`src/rtl/ll_pkg.sv`:
```
// Shared widths and request encoding for the linked-list request path.
// The same package is used by linked_list_top.
package ll_pkg;

    localparam int PTR_WD     = 3;
    localparam int WR_DATA_WD = 8;
    localparam int RD_DATA_WD = WR_DATA_WD;

    typedef enum logic [2:0] {
        PUSH_HEAD,
        PUSH_TAIL,
        POP_HEAD_REQ,
        POP_TAIL_REQ,
        INSERT_AT,
        DELETE_AT
    } t_req_types;

    typedef struct packed {
        t_req_types              req_type;
        logic [PTR_WD-1:0]       pos;
        logic [WR_DATA_WD-1:0]   data;
    } t_req_entry;

endpackage

```
`src/rtl/ll_req_fifo.sv`:
```
// Synchronous FIFO with wrap-bit pointers; the head entry is read combinationally.
module ll_req_fifo #(
    parameter int DEPTH = 4,
    parameter int WIDTH = 8
) (
    input  logic                      clk,
    input  logic                      reset,
    input  logic                      push,
    input  logic [WIDTH-1:0]          push_data,
    input  logic                      pop,
    output logic [WIDTH-1:0]          pop_data,
    output logic                      full,
    output logic                      empty,
    output logic [$clog2(DEPTH):0]    count
);

    localparam int AW = $clog2(DEPTH);

    logic [WIDTH-1:0] mem [DEPTH];
    logic [AW:0]      wr_ptr;
    logic [AW:0]      rd_ptr;
    logic             do_push;
    logic             do_pop;

    // Same index with differing wrap bits means every slot is occupied.
    assign full     = (wr_ptr[AW] != rd_ptr[AW]) && (wr_ptr[AW-1:0] == rd_ptr[AW-1:0]);
    assign empty    = (wr_ptr == rd_ptr);
    assign count    = wr_ptr - rd_ptr;
    assign do_push  = push && !full;
    assign do_pop   = pop && !empty;
    assign pop_data = mem[rd_ptr[AW-1:0]];

    always_ff @(posedge clk) begin
        if (reset) begin
            wr_ptr <= '0;
            rd_ptr <= '0;
        end else begin
            if (do_push) wr_ptr <= wr_ptr + (AW+1)'(1);
            if (do_pop)  rd_ptr <= rd_ptr + (AW+1)'(1);
        end
    end

    always_ff @(posedge clk) begin
        if (do_push) mem[wr_ptr[AW-1:0]] <= push_data;
    end

endmodule

```
`src/rtl/ll_req_sequencer.sv`:
```
// Buffers producer requests and issues them one at a time to linked_list_top,
// forwarding each response (or a timeout abort) on a valid/ready port.
module ll_req_sequencer
    import ll_pkg::*;
#(
    parameter int DEPTH       = 4,
    parameter int TIMEOUT_CYC = 64
) (
    input  logic                    clk,
    input  logic                    reset,
    input  logic                    s_req_vld,
    output logic                    s_req_rdy,
    input  t_req_types              s_req_type,
    input  logic [PTR_WD-1:0]       s_req_pos,
    input  logic [WR_DATA_WD-1:0]   s_req_data,
    output logic                    req_vld,
    output t_req_types              req_type,
    output logic [PTR_WD-1:0]       req_pos,
    output logic [WR_DATA_WD-1:0]   req_data,
    input  logic                    intf_ready,
    input  logic                    resp_vld,
    input  logic                    resp_type,
    input  logic [RD_DATA_WD-1:0]   resp_data,
    input  logic                    resp_data_vld,
    output logic                    resp_taken,
    output logic                    m_resp_vld,
    input  logic                    m_resp_rdy,
    output logic                    m_resp_type,
    output logic [RD_DATA_WD-1:0]   m_resp_data,
    output logic                    m_resp_data_vld,
    output logic                    m_resp_err,
    output logic                    err_timeout,
    output logic                    busy
);

    localparam int AW   = $clog2(DEPTH);
    localparam int WD_W = $clog2(TIMEOUT_CYC);
    localparam logic [WD_W-1:0] WD_LAST = WD_W'(TIMEOUT_CYC - 1);

    typedef enum logic [1:0] {IDLE, ISSUE, WAIT_RESP, ACK} t_seq_state;

    t_seq_state     state;
    logic [WD_W-1:0] wd_cnt;
    logic           rdy_q;
    t_req_entry     push_entry;
    t_req_entry     head_entry;
    logic           fifo_full;
    logic           fifo_empty;
    logic [AW:0]    fifo_count;
    logic           push;
    logic           pop;
    logic           drain;
    logic           out_free;

    // rdy_q keeps the producer port closed during reset and the first cycle after it.
    assign s_req_rdy  = rdy_q && !fifo_full;
    assign push       = s_req_vld && s_req_rdy;
    assign pop        = (state == IDLE) && !fifo_empty;
    assign drain      = m_resp_vld && m_resp_rdy;
    assign out_free   = !m_resp_vld || m_resp_rdy;
    assign busy       = (fifo_count != '0) || (state != IDLE);
    assign push_entry = '{req_type: s_req_type, pos: s_req_pos, data: s_req_data};

    ll_req_fifo #(
        .DEPTH (DEPTH),
        .WIDTH ($bits(t_req_entry))
    ) u_fifo (
        .clk       (clk),
        .reset     (reset),
        .push      (push),
        .push_data (push_entry),
        .pop       (pop),
        .pop_data  (head_entry),
        .full      (fifo_full),
        .empty     (fifo_empty),
        .count     (fifo_count)
    );

    always_ff @(posedge clk) begin
        if (reset) begin
            state           <= IDLE;
            rdy_q           <= 1'b0;
            wd_cnt          <= '0;
            req_vld         <= 1'b0;
            req_type        <= PUSH_HEAD;
            req_pos         <= '0;
            req_data        <= '0;
            resp_taken      <= 1'b0;
            m_resp_vld      <= 1'b0;
            m_resp_type     <= 1'b0;
            m_resp_data     <= '0;
            m_resp_data_vld <= 1'b0;
            m_resp_err      <= 1'b0;
            err_timeout     <= 1'b0;
        end else begin
            rdy_q      <= 1'b1;
            resp_taken <= 1'b0;

            if (drain) begin
                m_resp_vld      <= 1'b0;
                m_resp_type     <= 1'b0;
                m_resp_data     <= '0;
                m_resp_data_vld <= 1'b0;
                m_resp_err      <= 1'b0;
            end

            case (state)
                IDLE: begin
                    if (!fifo_empty) begin
                        req_vld  <= 1'b1;
                        req_type <= head_entry.req_type;
                        req_pos  <= head_entry.pos;
                        req_data <= head_entry.data;
                        state    <= ISSUE;
                    end
                end
                ISSUE: begin
                    if (intf_ready) begin
                        req_vld <= 1'b0;
                        wd_cnt  <= '0;
                        state   <= WAIT_RESP;
                    end
                end
                // A pending response freezes the watchdog until the output slot frees up.
                WAIT_RESP: begin
                    if (resp_vld) begin
                        if (out_free) begin
                            m_resp_vld      <= 1'b1;
                            m_resp_type     <= resp_type;
                            m_resp_data     <= resp_data;
                            m_resp_data_vld <= resp_data_vld;
                            m_resp_err      <= 1'b0;
                            resp_taken      <= 1'b1;
                            state           <= ACK;
                        end
                    end else if (wd_cnt == WD_LAST) begin
                        if (out_free) begin
                            m_resp_vld      <= 1'b1;
                            m_resp_type     <= 1'b0;
                            m_resp_data     <= '0;
                            m_resp_data_vld <= 1'b0;
                            m_resp_err      <= 1'b1;
                            err_timeout     <= 1'b1;
                            state           <= IDLE;
                        end
                    end else begin
                        wd_cnt <= wd_cnt + WD_W'(1);
                    end
                end
                ACK: begin
                    state <= IDLE;
                end
                default: begin
                    state <= IDLE;
                end
            endcase
        end
    end

endmodule

```
`config.mk`:
```
export PLATFORM = sky130hd
export DESIGN_NAME = ll_req_sequencer
export DESIGN_NICKNAME = d
export VERILOG_FILES = /design/src/rtl/ll_pkg.sv /design/src/rtl/ll_req_fifo.sv /design/src/rtl/ll_req_sequencer.sv
export SDC_FILE = /design/constraint.sdc
export NUM_CORES = 1
export LEC_CHECK = 0
export ABC_AREA = 1
export CAP_MARGIN = 20
export CORE_AREA = 3 3 137 139
export DETAILED_ROUTE_END_ITERATION = 16
export DIE_AREA = 0 0 140 142
export DONT_BUFFER_PORTS = 1
export SLEW_MARGIN = 40
export SYNTH_ARGS = -nofsm -noshare
export SYNTH_HDL_FRONTEND = slang
export SYNTH_HIERARCHICAL = 1
export SYNTH_SLANG_ARGS = --single-unit
export TNS_END_PERCENT = 30
```
`constraint.sdc`:
```
create_clock -name clk -period 3.9 [get_ports clk]
set_input_delay 0.78 -clock clk [delete_from_list [all_inputs] [get_ports clk]]
set_output_delay 0.78 -clock clk [all_outputs]
set_load 0.1 [all_outputs]
```
Yosys cells after proc, flatten, opt, wreduce, memory -nomap -nowiden
Memory sizes are Yosys's and may differ from the RTL's. A register that Yosys moved wholly into a read port is not among the register bits.
Index checks and enable logic that the tools add are counted.
{ "op_classes": {"addsub": 4, "mux": 47, "bitwise_logic": 3, "reduce_logical": 23, "n_eq_ne": 13} }
{ "op_table": {"columns": ["operator", "count"], "rows": [
  ["$mux 8", 6],
  ["$mux 1", 29],
  ["$mux 6", 3],
  ["$mux 2", 6],
  ["$pmux 6 s2", 1],
  ["$reduce_and 4->1", 3],
  ["$ne 2x2->1 const B", 5],
  ["$pmux 2 s4", 1],
  ["$logic_and 1x1->1", 7],
  ["$add 3x1->3 const B", 2],
  ["$add 6x1->6 const B", 1],
  ["$eq 6x6->1 const B", 1],
  ["$reduce_bool 2->1", 3],
  ["$eq 2x2->1 const B", 2],
  ["$eq 3x3->1", 1],
  ["$logic_not 1->1", 3],
  ["$ne 3x3->1 const B", 1],
  ["$not 1->1", 3],
  ["$reduce_and 3->1", 1],
  ["$reduce_bool 3->1", 1],
  ["$reduce_or 3->1", 1],
  ["$sub 3x3->3", 1],
  ["$eq 2x1->1 const B", 1],
  ["$eq 2x2->1", 1],
  ["5 further kinds", 6]
]} }
{ "totals": {"in_bits": 30, "reg_bits": 30, "out_inout_bits": 31, "ram_bits": 56, "memories": 1, "wordCells": 104} }
{ "memory_table": {"columns": ["memory", "depth", "width", "rd", "rd_ports_with_merged_regs", "write_ports", "line_no", "rtl"], "rows": [
  ["u_fifo.mem", 4, 14, 1, 1, 1, "ll_req_fifo.sv:19", "logic [WIDTH-1:0] mem [DEPTH];"]
]} }

Longest topological paths before layout
Gate-level depths: netlist of the first run.
{ "depth": {"depth_word": 8, "depth_mapped": 13, "ltp_nobuf": 12} }

By module
The synthesis of the first run kept the hierarchy.
{ "by_module_without_submodules": {"columns": ["mod", "seq_area_each_um2", "instances", "cells_each", "area_per_inst_um2"], "rows": [
  ["ll_req_fifo", 1841.8, 1, 210, 2611.3],
  ["ll_req_sequencer", 760.7, 1, 226, 1789.2]
]} }

Worst setup path after synthesis of the first run
Ideal clock, no wire load.
{ "synth_path": {"path_type": "flip-flop to output port", "startpoint": "register u_fifo.wr_ptr[0]", "endpoint": "output s_req_rdy", "t_required_ns": 3.120, "arrival_time_ns": 2.315, "stages_incl_launch_ff": 8, "setup_slack_ns": 0.805, "n_path_buf": 0, "path_cell_list": "dfxtp_1 > inv_1 > ha_1 > nand2_1 > inv_2 > nand3_4 > inv_2 > nor2_1"} }
{ "synth_via": {"elab_chain_len": 4} }
{ "synth_rtl": {"columns": ["item", "line_no", "rtl"], "rows": [
  ["start: declaration", "ll_req_fifo.sv:20", "logic [AW:0] wr_ptr;"],
  ["start signal: assignment", "ll_req_fifo.sv:38", "if (do_push) wr_ptr <= wr_ptr + (AW+1)'(1);"],
  ["$eq 2x2->1", "ll_req_fifo.sv:26", "assign full = (wr_ptr[AW] != rd_ptr[AW]) && (wr_ptr[AW-1:0] == rd_ptr[AW-1:0]);"],
  ["$logic_and 1x1->1", "ll_req_fifo.sv:26", null],
  ["via fifo_full", "ll_req_sequencer.sv:47", "logic fifo_full;"],
  ["$logic_not 1->1", "ll_req_sequencer.sv:56", "assign s_req_rdy = rdy_q && !fifo_full;"],
  ["$logic_and 1x1->1", "ll_req_sequencer.sv:56", null],
  ["end: declaration", "ll_req_sequencer.sv:12", "output logic s_req_rdy,"]
]} }
The timed path passes the listed nets, and every way through them passes these cells.

Worst setup path in the final report of the first run
{ "layout_path": {"startpoint": "register u_fifo.wr_ptr[0]", "endpoint": "output busy"} }
{ "layout_via": {"elab_chain_len": 3} }
{ "layout_rtl": {"columns": ["item", "line_no", "rtl"], "rows": [
  ["$sub 3x3->3", "ll_req_fifo.sv:28", "assign count = wr_ptr - rd_ptr;"],
  ["via fifo_count[1]", "ll_req_sequencer.sv:49", "logic [AW:0] fifo_count;"],
  ["$reduce_bool 3->1", "ll_req_sequencer.sv:61", "assign busy = (fifo_count != '0) || (state != IDLE);"],
  ["$logic_or 1x1->1", "ll_req_sequencer.sv:61", null],
  ["end: declaration", "ll_req_sequencer.sv:33", "output logic busy"]
]} }
The timed path passes the listed nets, and every way through them passes these cells.

==> impl_metrics.toml, run 1 <==
[place]
port_buffers = 0
gp_congestion = 0.823
post-dp-hpwl_um = 7060

[logic_synthesis]
synthFlopType = "edfxtp_1"
ys_types = 35
seq_area_frac_synth = 0.591
synth_area_per_cell_um2 = 10.1
synth_edf_count = 56
syn_nets = 475
netlist_area_um2 = 4400
synthArstFlopShare = 0
synth_warnings = 6
yosys_register_bits = 102
syn-instance-count = 436

[power]
p_total_mw = 3.72
switchingPower_mw = 1.71
power_frac_seq = 0.509
p_leak_nw = 1.86
p_per_area_nw_per_um2 = 750
p_int_mw = 2.01
switching_share = 0.459
p_comb_frac = 0.268
clkPwrFrac = 0.223
ir_drop_uv = 336

[finish]
layout-drive-gt1-share = 0.220
nNetsFinal = 479
fin_util = 0.279
area_growth_syn_to_layout_pct = 12.7
n_antenna_cell = 0

[route]
ant_nets = 0
first_pass_iters = 6
vias = 2979
vias_per_cell = 4.42
routed_wl_um = 9840
drcViolationCount = 0
avgRoutedWirePerCell_um = 14.6
first_iter_violations = 188

[timing]
min_period_over_period = 0.745
drv_slew = 0
period_needed_ps = 2900
slew_headroom = 0.538
finalSetupTns_ps = 0
fmax_mhz = 344
hold_viol = 0
finalClockSkew_ps = 4.67
setup_violations = 0
rsz0062_at_grt = "false"
tightest_slew_ps = 693

[grt]
grt_max_degree = 30
track_usage = 0.0985
first_global_vias = 2894
grt.overflow.total = 0
grt_pass1_wl_um = 15500
antenna_found_initial = 0

[cts]
h-tree-depth = 3
clk_latency_ps = 340
cts_num_sinks = 102
cts_tree = "yes"
cts_setup_buffers = 0
cts_hold_buffers = 0
clk_transition_reported_paths_ps = 70
clock_path_buffers = 2
cts_made_buffers = 9
cts_resized = 0
root_buffer = "clkbuf_16"

[critical_path]
cpMostUsedCell = "inv_1"
max_stage_delay_ps = 530
crit_type = "reg2out"
worstSetupEndpointType = "primary output"
cp_data_arrival_time_ps = 2120
worstPathRequired_ps = 3120
crit_slowest_cell = "fa_1"
crit_chain = "inv_1 -> ha_1 -> fa_1 -> inv_1 -> nor3_1 -> nand2_1 -> buf_4"
rr_worst_depth = 10
crit_path_max_fanout = 5
worst_setup_path_start_kind = "flip-flop"

[hold_path]
min_path_type = "in2reg"
hold_depth = 1

[floorplan]
start_util = 0.248
core_area_um2 = 17800
die-area_um2 = 19900
die_h_um = 142
dieWidth_um = 140
num_io_pins = 61
rows = 49

[outcome]
outcome = "finished clean"

[flow_run]
maxCapViolCount = 0
registers in the layout, summed over array words and instances, names as in the netlist, named ones only:
name and cells:
m_resp_data_vld 1, req_vld 1, wd_cnt 6, err_timeout 1, rdy_q 1, req_pos 3, u_fifo/rd_ptr 3, m_resp_err 1
u_fifo/mem 56, state 2, req_data 8, m_resp_data 8, resp_taken 1, m_resp_vld 1, req_type 3, u_fifo/wr_ptr 3
m_resp_type 1
layer usage:
layer | part of all wire | global-route usage | vias to the layer above | wire (um)
li1 | - | - | 1487 | -
met3 | 0.097 | 0.0544 | 6 | 953
met1 | 0.40 | 0.107 | 1412 | 3940
met4 | 0.0076 | 0.0194 | 0 | 75
met2 | 0.50 | 0.171 | 74 | 4880
met5 | 0 | 0 | - | 0
worst paths after layout:
kind / endpoint / slack (ps) / start
hold reg to reg: wd_cnt[4] / 540 / wd_cnt[4]
setup reg to reg: u_fifo/mem[0][0] / 1330 / u_fifo/wr_ptr[0]
setup / recovery: busy / 1000 / u_fifo/wr_ptr[0]
hold / removal: req_vld / 480 / reset
final cells by class:
class                      instances  area [um^2]
clock inverter                     7         48.8
clock buffer                       9          225
sequential                       102         2640
inverter                          40          153
timing repair buffer               7         52.6
tap                              229          287
fill                            1842        12800
multi-input combinational        280         1550
cell families after synthesis:
family / count (synthesis) / share of synthesized area
and+or+nand+nor: 186 / 0.216
DFF: 102 / 0.591
buffers and inverters: 54 / 0.0560
AOI/OAI and AO/OA: 84 / 0.107
xor gates and xnor gates: 1 / 0.00199
adders and majority gates: 9 / 0.0273
cells in the final DEF (no fill, tap or decap), types with 9 or more instances in the layout:
| master | instances |
|---|---|
| nor3_2 | 14 |
| inv_1 | 29 |
| nand2_1 | 43 |
| nand3_1 | 16 |
| clkbuf_16 | 9 |
| edfxtp_1 | 56 |
| o21ai_0 | 23 |
| dfxtp_2 | 29 |
| o22ai_1 | 14 |
| o21ai_1 | 19 |
| dfxtp_1 | 17 |
| nor2_1 | 83 |
| a21oi_1 | 19 |
| inv_2 | 10 |
metrics by stage:
stage               area (um^2)  std cells  hold slack, ps  worst slack (ps)
floorplan                  4400        436             491               805
global placement           4650        658             510              1330
detailed placement         4680        658             519              1350
CTS                        4960        674             467               970
global route               4960        674             467               877
finish                     4960        674             485               996
synth_stat cells, drive strengths merged, types with 3 or more instances:
cell type	number	area (um^2)
nand2	53	239
a21oi	21	113
buf	12	86.3
inv	40	153
edfxtp	56	1680
dfxtp	46	921
o211a	3	30.0
o21ai	42	210
nand3	20	143
ha	8	100
nor2	90	373
o22ai	14	87.6
nor3	17	155
worst max-delay path: cells and delay by family, from the launching register on:
family                   cells  cell delay (ps)
flip-flops                   1              400
buffers and inverters        3              380
adder cells (fa/ha/maj)      2              760
AND/OR/NAND/NOR              2              240
power groups by stage:
stage | logic, mW | clock network, mW | registers, mW
2_1_floorplan | 0.877 | 0 | 1.82
3_3_place_gp | 0.986 | 0 | 1.90
3_5_place_dp | 1.00 | 0 | 1.93
4_1_cts | 1.01 | 0.849 | 1.90
5_1_grt | 1.13 | 0.892 | 1.91
6_report | 0.997 | 0.828 | 1.89
No activity file was read; power rests on OpenSTA's default activity.
==> inputs of run 2 (changes only) <==
- clock period: 3.9 -> 3 ns (I/O delays scaled with it)
==> impl_metrics.toml, run 2 (synthesis gave the netlist of run 1 again) <==
[outcome]
outcome = "finished clean"

[route]
drcViolationCount = 0
vias = 3020
first_iter_violations = 219
ant_nets = 0
first_pass_iters = 5
routed_wl_um = 9970
avgRoutedWirePerCell_um = 14.7
vias_per_cell = 4.46

[place]
dp.cells = 661
detailedPlace.worstSlack_ps = 372
port_buffers = 0
dpl_cell_area_um2 = 4710
post-dp-hpwl_um = 7150
gp_congestion = 0.813

[timing]
setup_violations = 0
tightest_slew_ps = 670
finalClockSkew_ps = 8.29
hold_viol = 0
rsz0062_at_grt = "false"
slew_headroom = 0.552
finalSetupTns_ps = 0
fin_ws_ps = 274
period_needed_ps = 2730
min_period_over_period = 0.909
hold_ws_ps = 312
drv_slew = 0
fmax_mhz = 367

[finish]
stdcell_area_um2 = 5000
instances_no_fill = 677
nNetsFinal = 482
final_cell_mix = "83 x nor2_1, 56 x edfxtp_1, 43 x nand2_1, 29 x inv_1, 28 x dfxtp_2"
fin_util = 0.281
n_antenna_cell = 0
final_common_cell = "nor2_1"
area_growth_syn_to_layout_pct = 13.6
layout-drive-gt1-share = 0.223
fillCellCount = 1855
largest_reg_flops = 56

[grt]
first_global_vias = 2907
grt_pass1_wl_um = 15800
track_usage = 0.101
grt.overflow.total = 0
grt_max_degree = 29
antenna_found_initial = 0

[cts]
cts_tree = "yes"
cts_num_sinks = 102
cts_made_buffers = 9
clock_path_buffers = 2
clk_latency_ps = 340
h-tree-depth = 3
cts_hold_buffers = 0
cts_setup_buffers = 0
cts_resized = 0
clk_transition_reported_paths_ps = 70
root_buffer = "clkbuf_16"

[floorplan]
die_h_um = 142
core_area_um2 = 17800
start_util = 0.248
dieWidth_um = 140
rows = 49
num_io_pins = 61
die-area_um2 = 19900

[power]
switchingPower_mw = 2.22
ir_drop_uv = 438
p_int_mw = 2.71
clkPwrFrac = 0.235
p_per_area_nw_per_um2 = 987
p_total_mw = 4.93
switching_share = 0.450
power_frac_seq = 0.492
p_comb_frac = 0.273
p_leak_nw = 1.88

[critical_path]
cpMostUsedCell = "inv_1"
r2r_slack_ps = 340
max_stage_delay_ps = 530
worst_setup_path_start_kind = "flip-flop"
crit_path_max_fanout = 5
worstPathRequired_ps = 2400
crit_chain = "inv_1 -> ha_1 -> fa_1 -> inv_1 -> nor3_1 -> nand2_1 -> buf_4"
crit_type = "reg2out"
worstSetupEndpointType = "primary output"
cp_data_arrival_time_ps = 2130
crit_slowest_cell = "fa_1"

[flow_run]
maxCapViolCount = 0

[hold_path]
min_path_type = "in2reg"
## run 2: changes by cell type in the layout (fill, tap and decap cells not counted)
| cell | previous run | this run |
|---|---|---|
| bufinv_16 | 0 | 1 |
| dfxtp_2 | 29 | 28 |
| clkinv_1 | 2 | 0 |
| clkbuf_1 | 0 | 2 |
| inv_8 | 1 | 0 |
| dfxtp_1 | 17 | 18 |
| buf_4 | 7 | 10 |
## run 2: metal layers
metal	up-vias	GRT usage	wire length (um)
li1	1502	-	-
met1	1443	0.113	4070
met2	65	0.173	4920
met3	10	0.0477	855
met4	0	0.0301	126
met5	-	0	0
## run 2: worst paths after layout
check | startpoint | end | cells after the start
worst max-delay path | u_fifo/wr_ptr[0] | busy | 7
worst min-delay path | reset | req_vld | 1
worst max register to register | u_fifo/wr_ptr[0] | u_fifo/mem[2][1] | 10
worst min register to register | wd_cnt[5] | wd_cnt[5] | 2
## run 2: final cells by class
cell class / instances / area, um^2 / area share
Multi-Input combinational cell: 280 / 1550 / 0.311
Tap cell: 229 / 287 / 0.0573
Clock inverter: 5 / 60.1 / 0.0120
Inverter: 40 / 153 / 0.0305
Clock buffer: 11 / 233 / 0.0466
Timing Repair Buffer: 10 / 75.1 / 0.0150
Sequential cell: 102 / 2640 / 0.528
## run 2: power by group through the flow
stage	sequential [mW]	combinational (mW)	clock, mW
floorplan	2.37	1.14	0
global placement	2.44	1.33	0
detailed placement	2.47	1.36	0
CTS	2.44	1.37	1.19
global route	2.46	1.52	1.25
finish	2.43	1.35	1.16
## run 2: critical path, delay by kind of cell (launching register included)
kind,cells,cell delay (ps)
buffers and inverters,3,380
adder cells (fa/ha/maj),2,760
AND/OR/NAND/NOR,2,240
flip-flops,1,410
==> inputs of run 3 (changes only) <==
- CTS_CLUSTER_SIZE: not set -> 8
==> results of run 3 <==
Same layout as run 2: the final DEF is identical, and so are final timing and power.
